$ cat src/rtl/lsu_perf_event_counter.sv
// lsu_perf_event_counter: saturating LSQ/disambiguation event counters with periodic snapshots.
// Ports:
//   clk, rst                  clock; asynchronous active-high reset
//   enable                    event counting enable
//   load_cnt, store_cnt       loads/stores issued this cycle (0..2, 3 counts as 2)
//   load_fwd, load_violation  LSQ event strobes
//   bloom_hit, ss_predict,
//   ss_false_pos, ss_false_neg disambiguation event strobes
//   freeze                    hold counters and timer
//   clear_req / clear_ack     four-phase clear handshake
//   lsq_counters              snapshot: loads, stores, forwarded, violated
//   disambiguation_counters   snapshot: bloom hits, predictions, false pos/neg
//   sample_valid              one-cycle pulse when a new snapshot is visible
//   overflow                  sticky, set when any live counter saturates
package lsu_types;
    typedef struct packed {
        logic [31:0] total_loads;
        logic [31:0] total_stores;
        logic [31:0] forwarded_loads;
        logic [31:0] violated_loads;
        logic [31:0] bloom_filter_hits;
        logic [31:0] store_set_predictions;
        logic [31:0] false_positives;
        logic [31:0] false_negatives;
    } perf_counters_t;
endpackage

module lsu_perf_event_counter
    import lsu_types::*;
#(
    parameter int CNT_W         = 32,
    parameter int SAMPLE_PERIOD = 1024
) (
    input  logic           clk,
    input  logic           rst,
    input  logic           enable,
    input  logic [1:0]     load_cnt,
    input  logic [1:0]     store_cnt,
    input  logic           load_fwd,
    input  logic           load_violation,
    input  logic           bloom_hit,
    input  logic           ss_predict,
    input  logic           ss_false_pos,
    input  logic           ss_false_neg,
    input  logic           freeze,
    input  logic           clear_req,
    output logic           clear_ack,
    output perf_counters_t lsq_counters,
    output perf_counters_t disambiguation_counters,
    output logic           sample_valid,
    output logic           overflow
);
    localparam int TW = $clog2(SAMPLE_PERIOD);
    localparam logic [TW-1:0] LAST = TW'(SAMPLE_PERIOD - 1);

    typedef enum logic [1:0] {RUN, FROZEN, CLEARING} state_t;

    state_t           state, state_nxt;
    logic [TW-1:0]    timer;
    logic [CNT_W-1:0] live     [8];
    logic [CNT_W-1:0] live_nxt [8];
    logic [CNT_W-1:0] snap     [8];
    logic [1:0]       inc      [8];
    logic [7:0]       sat;
    logic             run, count, tick;

    always_comb begin
        state_nxt = clear_req                      ? CLEARING :
                    state == CLEARING              ? RUN      :
                    (state == RUN && freeze)       ? FROZEN   :
                    (state == FROZEN && !freeze)   ? RUN      : state;
    end

    // clear_req overrides everything in the same cycle, so a clear on the
    // sample-tick cycle suppresses both the snapshot and sample_valid.
    assign run       = state == RUN && !clear_req;
    assign count     = run && enable;
    assign tick      = run && timer == LAST;
    assign clear_ack = state == CLEARING;

    assign inc[0] = count ? (load_cnt  == 2'd3 ? 2'd2 : load_cnt)  : 2'd0;
    assign inc[1] = count ? (store_cnt == 2'd3 ? 2'd2 : store_cnt) : 2'd0;
    assign inc[2] = {1'b0, count & load_fwd};
    assign inc[3] = {1'b0, count & load_violation};
    assign inc[4] = {1'b0, count & bloom_hit};
    assign inc[5] = {1'b0, count & ss_predict};
    assign inc[6] = {1'b0, count & ss_false_pos};
    assign inc[7] = {1'b0, count & ss_false_neg};

    for (genvar i = 0; i < 8; i++) begin : g_cnt
        logic [CNT_W:0] sum;
        assign sum         = {1'b0, live[i]} + (CNT_W+1)'(inc[i]);
        assign sat[i]      = sum[CNT_W];
        assign live_nxt[i] = sat[i] ? '1 : sum[CNT_W-1:0];
    end

    always_ff @(posedge clk or posedge rst) begin
        if (rst) begin
            state        <= RUN;
            timer        <= '0;
            sample_valid <= 1'b0;
            overflow     <= 1'b0;
            live         <= '{default: '0};
            snap         <= '{default: '0};
        end else begin
            state        <= state_nxt;
            sample_valid <= tick;
            if (clear_req) begin
                timer    <= '0;
                overflow <= 1'b0;
                live     <= '{default: '0};
                snap     <= '{default: '0};
            end else if (run) begin
                timer    <= tick ? '0 : timer + 1'b1;
                overflow <= overflow | (|sat);
                live     <= live_nxt;
                if (tick)
                    snap <= live_nxt;
            end
        end
    end

    always_comb begin
        lsq_counters                                 = '0;
        lsq_counters.total_loads                     = 32'(snap[0]);
        lsq_counters.total_stores                    = 32'(snap[1]);
        lsq_counters.forwarded_loads                 = 32'(snap[2]);
        lsq_counters.violated_loads                  = 32'(snap[3]);
        disambiguation_counters                       = '0;
        disambiguation_counters.bloom_filter_hits     = 32'(snap[4]);
        disambiguation_counters.store_set_predictions = 32'(snap[5]);
        disambiguation_counters.false_positives       = 32'(snap[6]);
        disambiguation_counters.false_negatives       = 32'(snap[7]);
    end
endmodule

$ cat config.mk
export PLATFORM = sky130hd
export DESIGN_NAME = lsu_perf_event_counter
export DESIGN_NICKNAME = d
export VERILOG_FILES = /design/src/rtl/lsu_perf_event_counter.sv
export SDC_FILE = /design/constraint.sdc
export NUM_CORES = 1
export LEC_CHECK = 0
export CORE_ASPECT_RATIO = 0.75
export CORE_UTILIZATION = 47
export CTS_CLUSTER_SIZE = 28
export DETAILED_ROUTE_END_ITERATION = 8
export GPL_TIMING_DRIVEN = 0
export PLACE_DENSITY_LB_ADDON = 0.25
export SLEW_MARGIN = 20
export SYNTH_ARGS = -nofsm -noshare
export SYNTH_HDL_FRONTEND = slang
export SYNTH_SLANG_ARGS = --single-unit
$ cat constraint.sdc
create_clock -name clk -period 30.8 [get_ports clk]
set_input_delay 6.16 -clock clk [delete_from_list [all_inputs] [get_ports clk]]
set_output_delay 6.16 -clock clk [all_outputs]
set_load 0.02 [all_outputs]
After elaboration in Yosys (flattened, before gate mapping)
Cells that the tools add are included.
{"block": "word_totals", "reg_bits": 526, "inputBits": 15, "output_inout_bits": 515, "word_cells": 80}
{"block": "op_classes", "addsub": 9, "n_eq_ne": 5, "muxes": 26, "n_bitwise": 7, "n_reduce_logical": 13}
{"cell": "$mux W256", "n": 5}
{"cell": "$mux W32", "n": 8}
{"cell": "$add A32 B1 Y33", "n": 6}
{"cell": "$add A32 B2 Y33", "n": 2}
{"cell": "$mux W10", "n": 3}
{"cell": "$mux W2", "n": 8}
{"cell": "$add A10 B1 Y10 const B", "n": 1}
{"cell": "$eq A10 B10 Y1 const B", "n": 1}
{"cell": "$reduce_or A8 Y1", "n": 1}
{"cell": "$and A1 B1 Y1", "n": 6}
{"cell": "$eq A2 B2 Y1 const B", "n": 3}
{"cell": "$logic_and A1 B1 Y1", "n": 5}
{"cell": "$reduce_bool A2 Y1", "n": 2}
{"cell": "$reduce_bool A4 Y1", "n": 1}
{"cell": "$eq A2 B1 Y1 const B", "n": 1}
{"cell": "$logic_not A1 Y1", "n": 2}
{"cell": "$logic_not A2 Y1", "n": 1}
{"cell": "$mux W1", "n": 2}
{"cell": "$reduce_and A2 Y1", "n": 1}
{"cell": "$or A1 B1 Y1", "n": 1}

Longest topological paths before layout
Gate-level depths: netlist (run 1).
{"block": "logic_depth", "ltp_word": 9, "depth_mapped": 17, "mapped_depth_nobuf": 13}

Least setup slack after synthesis (run 1)
OpenSTA, ideal clock, no wires.
{"block": "synth_path", "path_type": "input port to flip-flop", "start": "input port clear_req", "end": "register live[196] (netlist bit)", "setup_ns": 0.099, "arrival_time_ns": 8.955, "required_time_ns": 30.701, "path_slack_ns": 21.745, "stages": 14, "n_path_buf": 2, "cell_sequence": "nor2_1 nand2_1 nor3b_1 ha_1 inv_1 fa_1 nand3b_1 nor4_4 nand2_1 nor2_1 buf_4 nor2_1 buf_2 a311oi_1"}
{"block": "synth_between", "elab_chain_len": 8}
{"element": "start: declaration", "line": "46", "rtl": "input logic clear_req,"}
{"element": "$logic_not A1 Y1", "line": "76", "rtl": "assign run = state == RUN && !clear_req;"}
{"element": "$logic_and A1 B1 Y1", "line": "76"}
{"element": "$logic_and A1 B1 Y1", "line": "77", "rtl": "assign count = run && enable;"}
{"element": "$mux W2", "line": "82", "rtl": "assign inc[1] = count ? (store_cnt == 2'd3 ? 2'd2 : store_cnt) : 2'd0;"}
{"element": "$add A32 B2 Y33", "line": "92", "rtl": "assign sum = {1'b0, live[i]} + (CNT_W+1)'(inc[i]);"}
{"element": "$mux W32", "line": "94", "rtl": "assign live_nxt[i] = sat[i] ? '1 : sum[CNT_W-1:0];"}
{"element": "$mux W256", "line": "113", "rtl": "end else if (run) begin"}
{"element": "$mux W256", "line": "108", "rtl": "if (clear_req) begin"}
{"element": "end signal: assignment", "line": "116", "rtl": "live <= live_nxt;"}
{"element": "end: declaration", "line": "60", "rtl": "logic [CNT_W-1:0] live [8];"}
Several ways; a longest one is shown, not always the timed one. The select of a mux whose other input is x is not followed.
A chain may end at the register's enable or synchronous reset.

Final worst setup path (run 1)
{"block": "layout_path", "start": "input port clear_req", "end": "register live[21] (netlist bit)"}
{"block": "layout_between", "elab_chain_len": 8}
{"element": "$logic_not A1 Y1", "line": "76"}
{"element": "$logic_and A1 B1 Y1", "line": "76"}
{"element": "$logic_and A1 B1 Y1", "line": "77"}
{"element": "$and A1 B1 Y1", "line": "88", "rtl": "assign inc[7] = {1'b0, count & ss_false_neg};"}
{"element": "$add A32 B1 Y33", "line": "92"}
{"element": "$mux W32", "line": "94"}
{"element": "$mux W256", "line": "113"}
{"element": "$mux W256", "line": "108"}
Several ways; a longest one is shown, not always the timed one. The select of a mux whose other input is x is not followed.

==> results by stage, run 1 <==
Clock network:
- The H-tree was split into 2 levels.
- The number of buffers inserted for hold repair after clock tree synthesis is 0.
- The later pin in the worst-skew pair is clocked with a latency of 630 ps.
- Post-CTS repair changed the size of 0 cells.
- TritonCTS built the clock tree.
- The number of setup buffers added after CTS is 0.
- The clock net sink count is 526.
- The tree is rooted in a clkbuf_16.
- The worst-case clock buffer depth is 3.
- Counting the buffers created by CTS gives 53.
- The clock transition at the register clock pins on the worst setup and hold paths after CTS is 70 ps.

Run status:
- The flow ran to the end, and the final reports show no timing, DRC or antenna violations.

Synthesis:
- After synthesis the netlist holds a flip-flop and latch count of 526.
- A synthesized cell averages 8.83 um2.
- After synthesis, flip-flops and latches occupy 44.2% of the total area.
- Of all flip-flops after synthesis, the portion carrying an async set or reset was 100%.
- The area share of the largest cell type after synthesis is 44.2%.
- The combined area of all synthesized cells is 0.0298 mm2.
- The number of standard cells after synthesis is 3373.
- The count of different cell masters after synthesis is 70.
- In the synthesized netlist the dominant register cell turns out to be dfrtp_1.
- Counting flops with a built-in enable in the synthesized netlist gives 0.
- The synthesized design spends more area on one cell type than any other, namely dfrtp_1.
- In the post-synthesis netlist, the biggest area contributors are dfrtp_1 44%, buf_4 6.6%, nand2_1 4.8%.
- The Yosys step of the flow raised 0 warnings.

Timing:
- Setup repair after global routing left no endpoint under its margin.
- The final max-slew violation count came to 0.
- The aggregate negative setup slack is 0 ps.
- The count of final hold-check violations is 0.
- Based on the critical path, the design can be clocked at up to 91.6 MHz.
- The measured slew at the worst slew-check pin is 1340 ps.
- The share of the clock period used by the worst path after layout is 35.5%.
- For the final database, setup skew stands at 23.9 ps.
- The count of endpoints failing setup in the final report is 0.
- The clock period minus final worst setup slack is 10920 ps.
- In this run the tightest slew margin relative to its limit is 10.9%.

Placed design:
- Summing all placed instances gives a cell area of 0.0346 mm2.
- At the end of routability-driven placement, the weighted congestion stood at 0.979.
- The number of placed instances, taps included is 4716.
- The number of input and output port buffers inserted is 273.
- The HPWL after detailed placement is 78900 um.

Worst setup path:
- STA puts the critical path data required time at 31300 ps.
- STA classifies the critical path startpoint as an input pin.
- The terminus of the critical flop-to-flop path is live[21]$_DFFE_PP0P_.
- For the worst setup path, the data arrival time is 11430 ps.
- The register-to-register path setup slack is 24440 ps.
- The startpoint identified for the worst register-to-register timing path is state[1]$_DFFE_PP0P_.
- The worst setup path is captured at a flop.
- The highest fanout seen on the critical path is 10.
- The critical path is of the input pin to flop type.
- Measured in cells, the most critical reg-to-reg path has a length of 15.

GRT:
- The number of antenna violations at the first check in global routing is 3.
- The number of global-route vias before repair is 25589.
- The overall routing resource usage is 33.7%.
- Entering global routing, the biggest net connects 103 pins.
- The total congestion overflow after global routing is 0.
- The first global-routing pass estimated 163000 um of wire.

Hold path:
- The count of cells along the worst hold path is 2.
- For hold timing, the worst endpoint is lsq_counters[199]$_DFFE_PP0P_.
- The path class of the lowest-slack min-delay path is flop to flop.
- The startpoint identified for the worst hold timing path is lsq_counters[199]$_DFFE_PP0P_.

Floorplanning:
- The die outline width is 293 um.
- The cell row count is 79.
- The placeable core region is 0.0623 mm2.
- From bottom edge to top edge, the die measures 220 um.
- In this run the count of I/O pins placed on the die edge is 530.
- The die covers 0.0644 mm2.
- The initial utilization of the core area, before any placement, comes to 47.8%.

Pwr:
- The leakage dissipation is 16.1 nW.
- The maximum ir drop on the vdd rail is 0.0387 mV.
- The power density of the placed cells is 42.8 mW/mm2.

Cells and area:
- The layout net count is 3995.
- The final cell count without fillers is 4814.
- In the final layout, the share of cells above drive strength 1 is 11.2%.
- The fill cell instance count of the final layout is 5579.
- The post-synthesis to final-layout area growth is 22.7%.
- The post-route standard cell area excluding fillers is 0.0365 mm2.

Detailed routing:
- In this run, the number of DRC markers left after iteration 0 of detailed routing was 3768.
- The via count is 28264.
- The routed wirelength normalized by instance count is 23.1 um.
- For this run, design rule violations remaining after detail routing come to 0.
- The detailed-routing iteration count for the pre-antenna-repair pass is 6.
- Using the TritonRoute via totals, the vias-per-cell ratio works out to 5.87.
- The number of routed nets with antenna violations is 0.
- After detailed routing, the total wire length is 111000 um.

Run:
- Max-cap violations in this run came to 0.
[kinds of logic (layout without fill, tap and decap cells)]
group	Yosys count	in the layout	synth area share, %
muxes	24	24	0.832
and+or+nand+nor	1279	1279	20.8
other	1	257	0.0126
AOI/OAI and AO/OA	794	794	17.3
xor gates and xnor gates	196	196	5.77
buffers and inverters	534	909	10.2
adders and majority gates	19	19	0.849
DFF	526	526	44.2
[how the worst max path moves through the flow]
stage / from / end / slack, ps / depth (start not counted)
floorplan: rst / disambiguation_counters[0]$_DFFE_PP0P_ / 9940 / 1
global route: clear_req / live[212]$_DFFE_PP0P_ / 19780 / 11
global placement: rst / disambiguation_counters[84]$_DFFE_PP0P_ / 3110 / 2
detailed placement: clear_req / live[209]$_DFFE_PP0P_ / 19520 / 13
finish: clear_req / live[21]$_DFFE_PP0P_ / 19880 / 13
CTS: clear_req / lsq_counters[229]$_DFFE_PP0P_ / 20170 / 12
[synthesized netlist by cell type (9+ instances only)]
| master | number |
|---|---|
| xor2_1 | 71 |
| buf_1 | 15 |
| o21ai_0 | 190 |
| nand2_1 | 380 |
| a211o_1 | 37 |
| nand2b_1 | 12 |
| nand3_1 | 137 |
| ha_1 | 17 |
| or3_1 | 9 |
| nand4_1 | 88 |
| a211oi_1 | 88 |
| o21a_1 | 19 |
| dfrtp_1 | 526 |
| mux2i_1 | 18 |
| nor2_1 | 355 |
| a21o_1 | 33 |
| buf_2 | 47 |
| a21oi_1 | 220 |
| xnor2_1 | 125 |
| and3_1 | 53 |
| and4_1 | 39 |
| inv_1 | 55 |
| clkbuf_1 | 155 |
| o211ai_1 | 10 |
| and2_1 | 19 |
| a31oi_1 | 26 |
| nor4_1 | 28 |
| a22o_1 | 21 |
| nor3_1 | 97 |
| a311oi_1 | 114 |
| buf_4 | 260 |
[critical path: stages]
cell and delay [ps]:
clkdlybuf4s50_1 480, nor2_1 790, clkbuf_1 850, and3_1 350, ha_1 210, ha_1 280
nand3_1 240, nor4_4 650, and3_1 250, clkbuf_1 200, nor2_1 260, buf_2 350
a311oi_1 340
[placed cells by master (no fill, tap or decap), types with 55 or more instances in the layout]
master             n
dfrtp_1          526
nand2_1          380
nor2_1           355
clkdlybuf4s50_1  273
buf_4            260
conb_1           256
a21oi_1          220
o21ai_0          190
clkbuf_1         159
nand3_1          137
xnor2_1          125
a311oi_1         114
nor3_1            96
nand4_1           88
a211oi_1          88
xor2_1            71
clkbuf_16         55
[metal layers]
metal  track usage, %  vias up  share of wire, %  wire length (um)
li1                 -    12685                 -                 -
met1             47.1    13619                40             44500
met5                0        -             0.016                18
met4             15.0        4               4.7              5190
met2             47.6     1700                42             46400
met3             10.3      256                13             14900
[power breakdown]
group	total, mW	internal, mW	switching [mW]
Clock	0.721	0.423	0.298
Sequential	0.697	0.694	0.00360
Combinational	0.147	0.0357	0.111
[cell type report]
| type | instances | area (um2) | area share [%] |
|---|---|---|---|
| multi-input combinational | 2568 | 14500 | 39.8 |
| sequential | 526 | 13200 | 36.0 |
| clock buffer | 77 | 1580 | 4.32 |
| antenna | 1 | 2.50 | 0.00685 |
| timing repair buffer | 278 | 2870 | 7.86 |
| tap | 810 | 1010 | 2.77 |
| clock inverter | 20 | 317 | 0.866 |
| inverter | 55 | 214 | 0.586 |
| buffer | 479 | 2850 | 7.80 |
[per-stage QoR]
step / hold slack (ps) / setup WS, ps / util (%) / power (mW)
finish: 463 / 19880 / 58.7 / 1.57
global route: 484 / 19780 / 58.7 / 1.60
CTS: 469 / 20170 / 58.6 / 1.56
detailed placement: 455 / 19520 / 55.6 / 0.851
global placement: 451 / 3110 / 55.4 / 0.850
floorplan: 456 / 9940 / - / 0.804
[flip-flops by register name (all words and copies together), names as in the netlist]
name,cells
live,256
disambiguation_counters,128
lsq_counters,128
timer,10
state,2
overflow,1
sample_valid,1
Power figures use the tool's default switching activity.
==> inputs of run 2 (changes only) <==
- clock period: 30.8 -> 10.1 ns (I/O delays scaled with it)
==> run 2 against run 1 <==
Effect of this change:
- clock skew grew 0.50 ps
- die area unchanged
- register-to-register slack lost 21000 ps
- clock power rose to 3.0 times the previous value
- largest cell class unchanged
- final cell count increased by 0.44%
==> results by stage, run 2 (synthesis gave the netlist of run 1 again) <==
Run status:
- The run finished with clean final reports.

Detailed routing:
- The total length of routed wires is 110000 um (-0.78%).
- The via count came to 28499 (+0.83%).
- The detailed-routing iteration count for the pre-antenna-repair pass is 7 (+1).
- The average vias per placed instance came to 5.89 (+0.39%).
- The number of routed nets with antenna violations is 0 (unchanged).
- The number of DRC markers after the initial detailed-route iteration is 3932 (+4.4%).
- The number of DRC violations after detailed routing came to 0 (unchanged).
- The routed wirelength normalized by instance count is 22.8 um (-1.2%).

Clock network:
- The clock insertion delay at the later pin of the skew report is 640 ps (about the same).
- The clock transition at the register clock pins on the worst setup and hold paths after CTS is 60 ps (about the same).
- The cell at the root of the clock tree is clkbuf_16.
- The number of buffers created by CTS is 54 (+1.9%).
- The number of buffers inserted for hold repair after clock tree synthesis was 0 (unchanged).
- The post-CTS setup repair buffer count came to 0 (unchanged).
- The worst-case clock buffer depth is 3 (unchanged).
- The post-cts repair resize count came to 0 (unchanged).
- The H-tree depth reported by CTS is 2 (unchanged).
- The clock tree from TritonCTS is yes.
- The clock net sink count is 526 (unchanged).

Worst setup path:
- The start-to-end type of the worst setup path is input pin to flop.
- In this run the worst setup path begins at clear_req.
- In this run the critical register-to-register path is captured at lsq_counters[219]$_DFFE_PP0P_.
- The arrival time of the worst setup path is 7210 ps (-4220 ps).
- The highest fanout seen on the critical path came to 10 (unchanged).
- The slowest stage of the critical path is the clkbuf_1 cell.
- The startpoint of the lowest-slack register-to-register path is state[1]$_DFFE_PP0P_.
- The depth of the worst register-to-register path is 14 (-1).
- The register-to-register path setup slack came to 3760 ps (-20680 ps).
- The endpoint required time on the critical path is 10630 ps (-20670 ps).
- The end point of the critical path is lsq_counters[219]$_DFFE_PP0P_.
- The signal on the critical path passes through clkdlybuf4s50_1 -> nor2_1 -> clkbuf_1 -> nand3_1 -> fa_1 -> nand3b_1 -> nor4_4 -> nand4_1 -> clkbuf_1 -> nand2_1 -> nand3_1 -> a31oi_1.
- The worst setup path is launched from an input pin.
- The type of element capturing the critical path is a flop.
- The stage delay of the slowest cell on the critical path is 760 ps (-90 ps).

Timing:
- After layout, the worst path uses 66.2% of the clock period.
- The worst slew margin relative to its limit is 13.9% (+3.0 points).
- The final worst clock skew came to 24.4 ps (+0.501 ps).
- The count of final hold-check violations is 0 (unchanged).
- Based on the critical path, the design can be clocked at up to 150 MHz.
- The worst path needs 6690 ps of the cycle, external delays included.
- The measured slew at the worst slew-check pin is 1290 ps (-44.8 ps).
- Setup repair after global routing left no endpoint under its margin.
- The smallest hold slack is 464 ps (+0.737 ps).
- The count of endpoints failing setup in the final report is 0 (unchanged).
- The final max-slew violation count is 0 (unchanged).

Pwr:
- The leakage dissipation is 16.2 nW (+0.72%).
- The design internal power came to 3.48 mW (+200%).
- The fraction of power spent switching nets was 26.6% (+0.22 points).
- The portion of total power attributed to combinational logic was 9.7% (+0.3 points).
- The maximum ir drop on the vdd rail came to 0.112 mV (+190%).
- The clock share of power came to 45.4% (-0.7 points).
- The power density of the placed cells is 129 mW/mm2 (+200%).
- The power spent charging and discharging nets is 1.26 mW (+210%).
- The portion of total power attributed to sequential cells was 44.9% (+0.3 points).

Cells and area:
- The register with the highest flop count is live.
- The final cell count without fillers is 4835 (+0.44%).
- The post-synthesis to final-layout area growth is 23.6%.
- The library cells used most frequently in the layout, excluding fill and tap cells, are 526 x dfrtp_1, 380 x nand2_1, 355 x nor2_1.
- The final core utilization is 59.1% (+0.40 points).
- The fill cell instance count of the final layout was 5501 (-1.4%).
- The area of the multi-input gates was 0.0145 mm2 (unchanged).
- The layout net count was 4011 (+0.40%).
- The area of all sequential standard cells was 0.0132 mm2 (unchanged).
- The number of flip-flops in the largest register is 256 (unchanged).
- The share of post-route cells with drive strength above 1 is 11.7% (+0.43 points).
- Leaving out fill and tap cells, the most frequent cell in the layout is dfrtp_1.

GRT:
- The overall routing resource usage is 33.3% (-0.32 points).
- The global-route wire length before repair is 162000 um (-0.39%).
- The number of antenna violations at the first check in global routing is 7 (+4).
- The pin count of the biggest net entering global routing is 34 (-67%).
- The total congestion overflow after global routing is 0 (unchanged).
- The number of global-route vias before repair came to 25566 (-0.090%).

Placed design:
- The number of placed instances, taps included came to 4730 (+0.30%).
- The HPWL after detailed placement was 79400 um (+0.66%).
- The final weighted congestion in routability-driven placement is 0.980 (about the same).
- The number of input and output port buffers inserted is 273 (unchanged).

Floorplanning:
- The placeable core region came to 0.0623 mm2 (unchanged).
- The die outline width came to 293 um (unchanged).
- The total die area is 0.0644 mm2 (unchanged).
- The number of top-level pins is 530 (unchanged).
- The cell row count is 79 (unchanged).
- The die height came to 220 um (unchanged).
- The starting density of the core was 47.8% (unchanged).

Run:
- The count of maximum capacitance violations is 0 (unchanged).

Hold path:
- The path class of the lowest-slack min-delay path is flop to flop.
run 2: cell count changes in the layout (fill, tap and decap cells not counted), sizes merged:
| cell | before | now |
|---|---|---|
| bufinv | 8 | 5 |
| buf | 327 | 342 |
| clkinvlp | 2 | 4 |
| inv | 57 | 55 |
| clkbuf | 234 | 235 |
| clkinv | 8 | 12 |
| diode | 1 | 5 |
run 2: area by class of cell:
type | count | share of cell area [%]
Buffer | 479 | 7.74
Clock inverter | 21 | 0.656
Tap cell | 810 | 2.76
Antenna cell | 5 | 0.0340
Timing Repair Buffer | 293 | 8.55
Multi-Input combinational cell | 2568 | 39.5
Sequential cell | 526 | 35.8
Clock buffer | 78 | 4.41
Inverter | 55 | 0.571
run 2: worst min path at each step:
stage	endpoint	start	cells after the start
after floorplan	live[160]$_DFFE_PP0P_	live[160]$_DFFE_PP0P_	2
after global placement	lsq_counters[180]$_DFFE_PP0P_	lsq_counters[180]$_DFFE_PP0P_	2
after detailed placement	lsq_counters[175]$_DFFE_PP0P_	lsq_counters[175]$_DFFE_PP0P_	2
after CTS	lsq_counters[175]$_DFFE_PP0P_	lsq_counters[175]$_DFFE_PP0P_	2
after global routing	lsq_counters[172]$_DFFE_PP0P_	lsq_counters[172]$_DFFE_PP0P_	1
final	lsq_counters[235]$_DFFE_PP0P_	lsq_counters[235]$_DFFE_PP0P_	2
run 2: per-layer routing:
layer	global-route usage [%]	share of wire (%)	vias to the layer above
met5	0	0.019	-
met4	14.9	4.8	4
met3	9.23	12	294
met2	48.1	42	1695
met1	46.5	41	13778
li1	-	-	12728
run 2: power groups by stage:
stage	combinational [mW]	clock, mW	sequential, mW
after floorplan	0.288	0	2.17
after global placement	0.421	0	2.17
after detailed placement	0.441	0	2.17
after CTS	0.442	2.16	2.13
after global routing	0.480	2.25	2.13
final	0.459	2.15	2.13
run 2: worst max-delay path: cells and delay by family:
kind | cells | cell delay, ps
adders and majority gates | 1 | 520
buffers and inverters | 3 | 1680
AOI/OAI and AO/OA | 1 | 200
and+or+nand+nor | 7 | 2750
run 2: metrics by stage:
step | setup TNS, ps | power, mW | area (um2) | setup WS [ps]
after global routing | 0 | 4.85 | 36800 | 3340
after global placement | -1396220 | 2.59 | 34500 | -2740
after CTS | 0 | 4.73 | 36800 | 3640
final | 0 | 4.74 | 36800 | 3410
after detailed placement | 0 | 2.61 | 34900 | 2990
after floorplan | 0 | 2.45 | 30700 | 932
